[src/rtl/cellrv32_npu_activation_control.sv]
// Activation control: reads accumulator rows for one activation instruction and
// steers each activated row to consecutive unified-buffer addresses.
package tpu_pkg;
  localparam int unsigned ACCUMULATOR_ADDRESS_WIDTH = 8;
  localparam int unsigned BUFFER_ADDRESS_WIDTH      = 10;
  localparam int unsigned CALC_LEN_WIDTH            = 16;
  localparam int unsigned OPCODE_WIDTH              = 8;

  typedef struct packed {
    logic [OPCODE_WIDTH-1:0]              opcode;
    logic [CALC_LEN_WIDTH-1:0]            calc_len;
    logic [ACCUMULATOR_ADDRESS_WIDTH-1:0] acc_addr;
    logic [BUFFER_ADDRESS_WIDTH-1:0]      buff_addr;
  } instruction_t;
endpackage

module cellrv32_npu_activation_control
  import tpu_pkg::*;
#(
  parameter int unsigned MATRIX_WIDTH     = 14,
  parameter int unsigned ACC_READ_LATENCY = 1,
  parameter int unsigned ACT_LATENCY      = 3
) (
  input  logic                                 clk_i,
  input  logic                                 rstn_i,
  input  logic                                 enable_i,
  input  instruction_t                         inst_i,
  input  logic                                 inst_en_i,
  output logic [ACCUMULATOR_ADDRESS_WIDTH-1:0] acc_addr_o,
  output logic                                 acc_read_en_o,
  output logic [3:0]                           act_func_o,
  output logic                                 act_signed_o,
  output logic [BUFFER_ADDRESS_WIDTH-1:0]      buff_addr_o,
  output logic                                 buff_wr_en_o,
  output logic                                 busy_o,
  output logic                                 resource_busy_o
);
  localparam int unsigned AW    = ACCUMULATOR_ADDRESS_WIDTH;
  localparam int unsigned BW    = BUFFER_ADDRESS_WIDTH;
  localparam int unsigned LW    = CALC_LEN_WIDTH;
  localparam int unsigned DELAY = ACC_READ_LATENCY + ACT_LATENCY;

  if (MATRIX_WIDTH == 0 || ACC_READ_LATENCY == 0 || ACT_LATENCY == 0) begin : g_param_check
    $error("activation control: MATRIX_WIDTH and latencies must be >= 1");
  end

  // Per-row payload; all fields are zero whenever valid is zero.
  typedef struct packed {
    logic          valid;
    logic          sgn;
    logic [3:0]    func;
    logic [BW-1:0] baddr;
  } row_t;

  typedef enum logic {IDLE, RUN} state_t;

  state_t                  state_q, state_n;
  logic [LW-1:0]           cnt_q, cnt_n;
  logic [AW-1:0]           acc_ptr_q, acc_ptr_n;
  logic [BW-1:0]           buf_ptr_q, buf_ptr_n;
  logic [3:0]              func_q, func_n;
  logic                    sgn_q, sgn_n;
  row_t                    issue_q, issue_n;
  logic [AW-1:0]           acc_addr_q, acc_addr_n;
  row_t [DELAY-1:0]        pipe_q, pipe_n;
  row_t [DELAY:0]          chain;
  logic [DELAY-1:0]        pipe_valid;
  logic                    busy_q, busy_n;
  logic                    rbusy_q, rbusy_n;
  logic                    unused_opcode_bits;

  assign unused_opcode_bits = ^inst_i.opcode[OPCODE_WIDTH-1:5];

  always_ff @(posedge clk_i or negedge rstn_i) begin
    if (!rstn_i)       state_q <= IDLE;
    else if (enable_i) state_q <= state_n;
  end

  // Issue one row per RUN cycle; cnt_q counts rows still to issue after the current one.
  always_comb begin
    state_n    = state_q;
    cnt_n      = cnt_q;
    acc_ptr_n  = acc_ptr_q;
    buf_ptr_n  = buf_ptr_q;
    func_n     = func_q;
    sgn_n      = sgn_q;
    issue_n    = '0;
    acc_addr_n = '0;
    case (state_q)
      IDLE: begin
        if (inst_en_i && (inst_i.calc_len != '0)) begin
          state_n    = RUN;
          cnt_n      = inst_i.calc_len - LW'(1);
          func_n     = inst_i.opcode[3:0];
          sgn_n      = inst_i.opcode[4];
          issue_n    = '{valid: 1'b1, sgn: inst_i.opcode[4], func: inst_i.opcode[3:0],
                         baddr: inst_i.buff_addr};
          acc_addr_n = inst_i.acc_addr;
          acc_ptr_n  = inst_i.acc_addr + AW'(1);
          buf_ptr_n  = inst_i.buff_addr + BW'(1);
        end
      end
      RUN: begin
        if (cnt_q == '0) begin
          state_n = IDLE;
        end else begin
          cnt_n      = cnt_q - LW'(1);
          issue_n    = '{valid: 1'b1, sgn: sgn_q, func: func_q, baddr: buf_ptr_q};
          acc_addr_n = acc_ptr_q;
          acc_ptr_n  = acc_ptr_q + AW'(1);
          buf_ptr_n  = buf_ptr_q + BW'(1);
        end
      end
      default: state_n = IDLE;
    endcase
    chain   = {pipe_q, issue_q};
    pipe_n  = chain[DELAY-1:0];
    busy_n  = (state_n == RUN);
    rbusy_n = busy_n | (|pipe_valid);
  end

  for (genvar g = 0; g < DELAY; g++) begin : g_valid
    assign pipe_valid[g] = pipe_n[g].valid;
  end

  always_ff @(posedge clk_i or negedge rstn_i) begin
    if (!rstn_i) begin
      cnt_q      <= '0;
      acc_ptr_q  <= '0;
      buf_ptr_q  <= '0;
      func_q     <= '0;
      sgn_q      <= 1'b0;
      issue_q    <= '0;
      acc_addr_q <= '0;
      pipe_q     <= '0;
      busy_q     <= 1'b0;
      rbusy_q    <= 1'b0;
    end else if (enable_i) begin
      cnt_q      <= cnt_n;
      acc_ptr_q  <= acc_ptr_n;
      buf_ptr_q  <= buf_ptr_n;
      func_q     <= func_n;
      sgn_q      <= sgn_n;
      issue_q    <= issue_n;
      acc_addr_q <= acc_addr_n;
      pipe_q     <= pipe_n;
      busy_q     <= busy_n;
      rbusy_q    <= rbusy_n;
    end
  end

  assign acc_read_en_o   = issue_q.valid;
  assign acc_addr_o      = acc_addr_q;
  assign act_func_o      = pipe_q[ACC_READ_LATENCY-1].func;
  assign act_signed_o    = pipe_q[ACC_READ_LATENCY-1].sgn;
  assign buff_wr_en_o    = pipe_q[DELAY-1].valid;
  assign buff_addr_o     = pipe_q[DELAY-1].baddr;
  assign busy_o          = busy_q;
  assign resource_busy_o = rbusy_q;

endmodule

[config.mk]
export PLATFORM = sky130hd
export DESIGN_NAME = cellrv32_npu_activation_control
export DESIGN_NICKNAME = d
export VERILOG_FILES = /design/src/rtl/cellrv32_npu_activation_control.sv
export SDC_FILE = /design/constraint.sdc
export NUM_CORES = 1
export LEC_CHECK = 0
export ABC_AREA = 1
export BUFFER_PORTS_ARGS = -buffer_cell sky130_fd_sc_hd__buf_2
export CAP_MARGIN = 20
export CORE_ASPECT_RATIO = 0.8
export CORE_MARGIN = 5
export CORE_UTILIZATION = 35
export CTS_CLUSTER_DIAMETER = 200
export DETAILED_ROUTE_END_ITERATION = 10
export PLACE_DENSITY = 0.55
export SYNTH_ARGS = -nofsm -noshare
export SYNTH_HDL_FRONTEND = slang
export SYNTH_SLANG_ARGS = --single-unit
[constraint.sdc]
create_clock -name clk_i -period 5.2 [get_ports clk_i]
set_input_delay 0.52 -clock clk_i [delete_from_list [all_inputs] [get_ports clk_i]]
set_output_delay 0.52 -clock clk_i [all_outputs]
set_load 0.05 [all_outputs]
==> impl_metrics.toml, run 1 <==
[power_and_ir_drop]
switching_share = 0.389
internal_power_mw = 2.30
irDropWorstVdd_mv = 0.234
cellLeakagePower_nw = 3.57
pwr-share-clk = 0.321
switching_power_mw = 1.47
p_total_mw = 3.77
p_comb_frac = 0.320
seq_power_share = 0.359
power_density_mw_per_mm2 = 542

[detailed_routing]
routed_wl_um = 14200
ant_nets = 0
firstDrtPassIters = 4
post-route-drc-count = 0
drt-initial-drc-count = 297
vias = 4902
via_per_inst = 4.64
post_drt_wl_per_cell_um = 13.4

[critical_path]
crit_top_cell = "nand2_1"
timing.rr.start = "acc_read_en_o$_DFFE_PN0P_"
critPathLaunchType = "register"
startpoint = "acc_read_en_o$_DFFE_PN0P_"
critical_path.endpoint_type = "register"
r2r_setup_slack_ns = 2.37
worstPathArrival_ns = 3.13
slowest_delay_ns = 0.64
worstSetupEndpoint = "cnt_q[14]$_DFFE_PN0P_"
r2r_end = "cnt_q[14]$_DFFE_PN0P_"
cp.buffers_inverters = 4
cp.depth = 12
cp.required_ns = 5.50
path_cells = "buf_4, inv_4, nand2_1, nand2_1, ha_1, inv_1, nor2_2, nand3_2, inv_1, nand3_1, nand3_1, nand2_1"
critPathTopFamily = "buffers and inverters"
r2r_cells = 12
worstSetupPathType = "reg2reg"
slowest_stage = "dfrtp_1"
crit_path_max_fanout = 48

[synthesis]
yosysUniqueCellTypes = 36
ys_warn_count = 0
synthesis.nets = 832
synthCells = 783
synth_top_area_cell = "dfrtp_1"
ys_ff_latch = 113
yosysTopAreaCellShare = 0.471
synth_seq_area_share = 0.471
syn_avg_cell_area_sq_um = 7.67
synth_area_sq_mm = 0.00601
synthTopCellsByArea = "dfrtp_1 (47%), nand2_1 (19%), nand3_1 (6.2%), inv_1 (3.5%), o21ai_0 (3.1%)"

[sta]
fin_skew_ns = 0.0114
period_share = 0.545
rsz0062_at_grt = "false"
drv_slew = 0
setup_viol = 0
hold_viol_final = 0
final.setup.tns_ns = 0
slew_headroom = 0.312
worst_pin_slew_ns = 1.03
max_freq_mhz = 353
finalCriticalPeriod_ns = 2.83

[grt]
track_usage = 0.150
grt_max_degree = 75
grt_pass1_vias = 4869
antenna_found_initial = 1
overflow = 0
grt_first_pass_wirelength_um = 24300

[clock_tree]
cts_hold_buf = 0
cts_max_level = 4
cts_resized = 0
postCtsSetupBuffers = 0
numCtsBuffers = 17
worstSkewPairLatency_ns = 0.41
cts_tree = "built"
clk_transition_reported_paths_ns = 0.06
clk_path_buf_depth = 2
clock-sinks = 113
cts_root_buffer = "clkbuf_16"

[flow_run]
maxCapViolCount = 0

[cells_and_area]
final_cell_mix = "nand2_1 (309), dfrtp_1 (113), nand3_1 (75)"
layout_commonest_cell = "nand2_1"
num_antenna_cells = 0
fin_util = 0.416
area_delta_synth_final_pct = 15.7
nets = 873
drive_gt1_frac = 0.184

[die]
rows = 42
start_util = 0.359
die_h_um = 127
die_w_um = 156
dieArea_sq_mm = 0.0199
io_pins = 73
core_sq_mm = 0.0167

[outcome]
status = "complete, no violations"

[placement]
dp_hpwl_um = 9230
gp_congestion = 0.811
numPortBuffers = 69

[min_path]
hp-class = "in2async"
-- metal layers --
layer,vias to the layer above,GRT usage,wire [um]
met4,2,0.0449,160
li1,2555,-,-
met1,2251,0.220,7320
met3,16,0.0321,641
met5,-,0,13
met2,78,0.223,6070
-- layout make-up --
cell class | count | area, sq um
well taps | 220 | 275
repair buffers | 75 | 393
inverters | 60 | 228
clock buffers | 17 | 425
multi-input cells | 557 | 2620
fillers | 1763 | 9760
flip-flops and latches | 113 | 2830
clock inverters | 15 | 184
-- logic make-up (layout without fill, tap and decap cells) --
group / after synthesis / in the layout / share of synthesized area
compound gates: 66 / 66 / 0.0646
xor+xnor: 8 / 8 / 0.0129
buf+inv: 113 / 167 / 0.0944
flops: 113 / 113 / 0.471
fa+ha+maj: 3 / 3 / 0.00625
simple gates: 480 / 480 / 0.351
-- power by group through the flow --
stage | clock network (mW) | logic (mW) | registers (mW)
6_report | 1.21 | 1.21 | 1.35
5_1_grt | 1.28 | 1.38 | 1.40
4_1_cts | 1.23 | 1.23 | 1.36
3_5_place_dp | 0 | 1.22 | 1.37
3_3_place_gp | 0 | 1.21 | 1.37
2_1_floorplan | 0 | 0.956 | 1.42
-- cell usage after synthesis, drive strengths merged --
library cell / number
a21boi: 1
a21oi: 2
buf: 34
clkbuf: 19
dfrtp: 113
ha: 3
inv: 60
nand2: 324
nand3: 79
nand3b: 1
nand4: 18
nor2: 56
nor4: 1
o211ai: 1
o21ai: 62
or2: 1
xnor2: 3
xor2: 5
-- sequential cells by signal, indices dropped and copies added, names as in the netlist --
name and cells:
act_signed_o 1, buf_ptr_q 10, chain 48, func_q 4, cnt_q 16, buff_wr_en_o 1
acc_ptr_q 8, acc_read_en_o 1, sgn_q 1, acc_addr_o 8, act_func_o 4, buff_addr_o 10
resource_busy_o 1
-- worst reg2reg max path, delay by kind of cell (launching register included) --
family,cells,cell delay (ns)
adders and majority gates,1,0.21
buffers and inverters,4,1.06
DFF,1,0.64
and+or+nand+nor,7,0.81
-- worst min path at each step --
stage	end	slack, ns	cells past startpoint
6_report	cnt_q[2]$_DFFE_PN0P_	0.19	1
5_1_grt	cnt_q[2]$_DFFE_PN0P_	0.26	1
4_1_cts	cnt_q[2]$_DFFE_PN0P_	0.22	1
3_5_place_dp	buff_addr_o[6]$_DFFE_PN0P_	0.46	2
3_3_place_gp	buff_addr_o[4]$_DFFE_PN0P_	0.45	2
2_1_floorplan	acc_addr_o[0]$_DFFE_PN0P_	0.22	0
-- stage by stage --
stage | worst slack [ns] | hold WS, ns | instances | area [sq um]
2_1_floorplan | 3.14 | 0.224 | 783 | 6010
3_3_place_gp | 2.35 | 0.449 | 1025 | 6340
3_5_place_dp | 2.33 | 0.457 | 1025 | 6340
4_1_cts | 2.32 | 0.222 | 1057 | 6950
5_1_grt | 2.10 | 0.259 | 1057 | 6950
6_report | 2.37 | 0.191 | 1057 | 6950
No activity file was read; power rests on OpenSTA's default activity.
==> run 2: changes to the inputs <==
--- a/config.mk
+++ b/config.mk
@@ -5,7 +5,7 @@
 export SDC_FILE = /design/constraint.sdc
 export NUM_CORES = 1
 export LEC_CHECK = 0
-export ABC_AREA = 1
+export ABC_AREA = 0
 export BUFFER_PORTS_ARGS = -buffer_cell sky130_fd_sc_hd__buf_2
 export CAP_MARGIN = 20
 export CORE_ASPECT_RATIO = 0.8
==> constraint.sdc (replaced) <==
create_clock -name clk_i -period 2.9 [get_ports clk_i]
set_input_delay 0.29 -clock clk_i [delete_from_list [all_inputs] [get_ports clk_i]]
set_output_delay 0.29 -clock clk_i [all_outputs]
set_load 0.05 [all_outputs]
==> run 2 against run 1 <==
Effect of this change: global-route usage grew 0.66 points; largest power group unchanged; final area grew 4.3%; synthesized cell count shrank 27%; die area grew 0.13%.
==> impl_metrics.toml, run 2 <==
[outcome]
status = "complete, no violations"

[grt]
overflow = 0
grt_first_pass_wirelength_um = 24900
antenna_found_initial = 1
grt_pass1_vias = 4779
track_usage = 0.157
grt_max_degree = 69

[cells_and_area]
largest_register_ffs = 48
layout_commonest_cell = "dfrtp_1"
nets = 677
area_delta_synth_final_pct = 20.5
drive_gt1_frac = 0.300
fin_util = 0.434
final_cell_mix = "dfrtp_1 (112), buf_2 (68), mux2_2 (59)"

[critical_path]
worstSetupPathType = "reg2reg"
cp.buffers_inverters = 0
critPathLaunchType = "register"
r2r_setup_slack_ns = 0.24
critPathTopFamily = "simple AND/OR/NAND/NOR gates"
cp.depth = 5
cp.required_ns = 3.20
crit_path_max_fanout = 8
r2r_cells = 5
path_cells = "nor4_1, nand4_1, o211ai_1, nand2_1, o221a_2"
slowest_stage = "o211ai_1"
worstPathArrival_ns = 2.96
critical_path.endpoint_type = "register"
slowest_delay_ns = 0.56

[power_and_ir_drop]
irDropWorstVdd_mv = 0.450
power_density_mw_per_mm2 = 1010
cellLeakagePower_nw = 3.14

[clock_tree]
cts_hold_buf = 1
cts_max_level = 4
postCtsSetupBuffers = 0
clock-sinks = 113
cts_resized = 0
numCtsBuffers = 17
worstSkewPairLatency_ns = 0.42
cts_tree = "built"
clk_transition_reported_paths_ns = 0.05
clk_path_buf_depth = 2
cts_root_buffer = "clkbuf_16"

[synthesis]
ys_warn_count = 0
yosysUniqueCellTypes = 63
synth_most_common_cell = "dfrtp_1"
yosysTopAreaCellShare = 0.470
synthTopCellsByCount = "dfrtp_1 (113), mux2_2 (59), o21ai_0 (36)"
synthesis.nets = 619
ys_async_sr_fraction = 1.00
synth_top_area_cell = "dfrtp_1"
synthTopCellsByArea = "dfrtp_1 (47%), mux2_2 (11%), a22oi_1 (3.2%), o21ai_0 (3.0%), mux2i_1 (2.5%)"
synth_seq_area_share = 0.470
synth_edf_count = 0
synth_ff_type = "dfrtp_1"
synthCells = 570
ys_ff_latch = 113
syn_avg_cell_area_sq_um = 10.6
synth_area_sq_mm = 0.00602

[die]
die_w_um = 157
die_h_um = 127
dieArea_sq_mm = 0.0199
start_util = 0.360
io_pins = 73
core_sq_mm = 0.0167
rows = 42

[flow_run]
maxCapViolCount = 0

[sta]
worst_pin_slew_ns = 0.817
period_share = 0.918
drv_slew = 0
finalCriticalPeriod_ns = 2.66
rsz0062_at_grt = "false"
setup_viol = 0
hold_viol_final = 0
slew_headroom = 0.456
max_freq_mhz = 376
fin_skew_ns = 0.0105
final.setup.tns_ns = 0

[detailed_routing]
post-route-drc-count = 0
via_per_inst = 5.53
firstDrtPassIters = 7
ant_nets = 0
drt-initial-drc-count = 366
vias = 4759
post_drt_wl_per_cell_um = 17.2
routed_wl_um = 14800

[placement]
dp_hpwl_um = 10100
gp_congestion = 0.885
numPortBuffers = 69

[min_path]
holdPathStages = 3
hp-class = "in2reg"
-- run 2: tightest hold or removal path, stage by stage --
cell and delay [ns]:
buf_2 0.09, nand2_1 0.04, nand2_1 0.05
-- run 2: path summary, 6_finish.rpt --
check                                           start                        to
min in group asynchronous                      rstn_i      cnt_q[8]$_DFFE_PN0P_
worst max-delay path             cnt_q[3]$_DFFE_PN0P_  buf_ptr_q[7]$_DFFE_PN0P_
worst max register to register   cnt_q[3]$_DFFE_PN0P_  buf_ptr_q[7]$_DFFE_PN0P_
worst min-delay path                       inst_i[34]     func_q[0]$_DFFE_PN0P_
worst min register to register  func_q[3]$_DFFE_PN0P_     func_q[3]$_DFFE_PN0P_
max in group asynchronous                      rstn_i     chain[48]$_DFFE_PN0P_
-- run 2: through the flow --
stage          hold slack [ns]  power (mW)  area (sq um)  setup WS [ns]  std cells
6_report                0.0862        7.33          7250          0.239        861
5_1_grt                 0.0712        7.79          7250         0.0806        861
4_1_cts                 0.0709        7.40          7250          0.303        860
3_5_place_dp             0.408        4.97          6560          0.317        828
3_3_place_gp             0.407        4.89          6560          0.320        828
2_1_floorplan         -0.00559        4.45          6040        0.00315        570
-- run 2: cell families after synthesis --
kind of cell / after synthesis / share of synthesized area
AOI/OAI and AO/OA: 138 / 0.164
and+or+nand+nor: 137 / 0.125
DFF: 113 / 0.470
buffers and inverters: 79 / 0.0614
muxes: 75 / 0.137
xor gates and xnor gates: 25 / 0.0364
adders and majority gates: 3 / 0.00624
-- run 2: power by group --
| part | switching [mW] | internal (mW) | leakage [nW] |
|---|---|---|---|
| sequential | 0.513 | 2.21 | 1.39 |
| clock | 0.719 | 1.67 | 0.325 |
| combinational | 1.32 | 0.900 | 1.43 |
-- run 2: final cells by class --
type                       count  area [sq um]
antenna                        1          2.50
clock buffer                  21           470
clock inverter                10           205
fill                        1599          9460
inverter                      29           109
multi-input combinational    378          2830
sequential                   113          2830
tap                          220           275
timing repair buffer          89           526
-- run 2: metal layers --
layer	up-vias	share of wire	global-route usage
met5	-	0	0
met4	0	0.022	0.0663
met3	23	0.059	0.0412
met2	157	0.46	0.239
met1	2352	0.46	0.211
li1	2227	-	-
==> run 3: changes to the inputs <==
--- a/config.mk
+++ b/config.mk
@@ -6,14 +6,15 @@
 export NUM_CORES = 1
 export LEC_CHECK = 0
 export ABC_AREA = 0
-export BUFFER_PORTS_ARGS = -buffer_cell sky130_fd_sc_hd__buf_2
 export CAP_MARGIN = 20
 export CORE_ASPECT_RATIO = 0.8
 export CORE_MARGIN = 5
 export CORE_UTILIZATION = 35
 export CTS_CLUSTER_DIAMETER = 200
 export DETAILED_ROUTE_END_ITERATION = 10
-export PLACE_DENSITY = 0.55
+export DONT_BUFFER_PORTS = 1
+export PLACE_DENSITY = 0.51
+export SETUP_SLACK_MARGIN = 0.3
 export SYNTH_ARGS = -nofsm -noshare
 export SYNTH_HDL_FRONTEND = slang
 export SYNTH_SLANG_ARGS = --single-unit
==> run 3 against run 2 <==
Effect of this change: the run now ends with hold timing left; critical path depth rose by 1; routed wire length is 3.6% higher; largest cell class unchanged; fmax increased by 9.8%.
==> impl_metrics.toml, run 3 (synthesis gave the netlist of run 2 again) <==
[outcome]
status = "finished, violations left"
violations = "hold timing"

[critical_path]
worstSetupPathType = "reg2reg"
worstSetupEndpoint = "cnt_q[13]$_DFFE_PN0P_"
r2r_end = "cnt_q[13]$_DFFE_PN0P_"
timing.rr.start = "acc_read_en_o$_DFFE_PN0P_"
critPathLaunchType = "register"
r2r_setup_slack_ns = 0.48
r2r_cells = 6
cp.required_ns = 3.19
critical_path.endpoint_type = "register"
worstPathArrival_ns = 2.72
crit_path_max_fanout = 42
startpoint = "acc_read_en_o$_DFFE_PN0P_"

[die]
io_pins = 73
start_util = 0.360
die_w_um = 157
die_h_um = 127
core_sq_mm = 0.0167
rows = 42
dieArea_sq_mm = 0.0199

[clock_tree]
cts_hold_buf = 7
worstSkewPairLatency_ns = 0.41
clock-sinks = 113
cts_root_buffer = "clkbuf_16"
cts_tree = "built"
postCtsSetupBuffers = 0
clk_transition_reported_paths_ns = 0.06
numCtsBuffers = 17
clk_path_buf_depth = 2
cts_max_level = 4

[detailed_routing]
drt-initial-drc-count = 261
ant_nets = 0
via_per_inst = 5.69
vias = 4542
firstDrtPassIters = 5
routed_wl_um = 15400
post_drt_wl_per_cell_um = 19.3
post-route-drc-count = 0

[placement]
place_ws_ns = 0.487
placed_area_sq_mm = 0.00622
numPortBuffers = 0
dp_hpwl_um = 9700
gp_congestion = 0.847

[power_and_ir_drop]
power_density_mw_per_mm2 = 1000
irDropWorstVdd_mv = 0.395
cellLeakagePower_nw = 2.86

[cells_and_area]
nets = 614
final_cell_mix = "dfrtp_1 (112), mux2_2 (59), o21ai_0 (36)"
area_delta_synth_final_pct = 14.9
largest_register_ffs = 48
layout_commonest_cell = "dfrtp_1"
drive_gt1_frac = 0.215
finalInstanceArea_sq_mm = 0.00691
num_antenna_cells = 0

[grt]
grt_max_degree = 114
antenna_found_initial = 0
track_usage = 0.157
grt_pass1_vias = 4651
overflow = 0
grt_first_pass_wirelength_um = 24800

[sta]
drv_slew = 0
setup_viol = 0
finalCriticalPeriod_ns = 2.42
worst_pin_slew_ns = 0.834
max_freq_mhz = 412
hold_viol_final = 113
period_share = 0.836
fin_skew_ns = 0.00883
rsz0062_at_grt = "false"
setup_slack_ns = 0.475
slew_headroom = 0.444
final.setup.tns_ns = 0
holdWs_ns = -0.424

[flow_run]
maxCapViolCount = 0

[min_path]
hp-class = "in2async"
## run 3: what timing repair did
action	CTS	global route
setup endpoints to repair	0	1
resized for setup	0	1
hold endpoints to repair	131	113
## run 3: final cells by class
class	instances	area, sq um
Inverter	29	109
Fill cell	1600	9800
Clock inverter	10	158
Tap cell	220	275
Clock buffer	22	464
Multi-Input combinational cell	378	2850
Timing Repair Buffer	26	225
Sequential cell	113	2830
## run 3: where the power goes
part	total, mW	internal [mW]	switching, mW
clock	2.20	1.48	0.726
combinational	1.50	0.796	0.707
sequential	3.23	2.20	1.03
## run 3: critical path: stages (launching register included)
cell and delay [ns]:
dfrtp_4 0.66, or3_1 0.50, a222oi_1 0.35, buf_4 0.22, nand2_1 0.09, o31a_1 0.25, o221a_1 0.23
## run 3: worst min-delay path by stage
stage,start,end
after CTS,rstn_i,cnt_q[8]$_DFFE_PN0P_
after global placement,rstn_i,cnt_q[8]$_DFFE_PN0P_
after detailed placement,rstn_i,cnt_q[8]$_DFFE_PN0P_
final,rstn_i,cnt_q[7]$_DFFE_PN0P_
after floorplan,rstn_i,acc_addr_o[0]$_DFFE_PN0P_
after global routing,rstn_i,cnt_q[8]$_DFFE_PN0P_
## run 3: layer usage
metal / up-vias / wire length (um) / global-route usage
met5: - / 0 / 0
li1: 2103 / - / -
met3: 13 / 1190 / 0.0531
met2: 128 / 6940 / 0.238
met4: 0 / 174 / 0.0495
met1: 2298 / 7060 / 0.212
## run 3: metrics by stage
stage,power [mW],instances,util
after floorplan,4.48,570,-
after detailed placement,4.76,759,0.372
final,6.94,798,0.414
after global routing,7.34,798,0.414
after CTS,7.01,798,0.414
after global placement,4.67,759,0.372
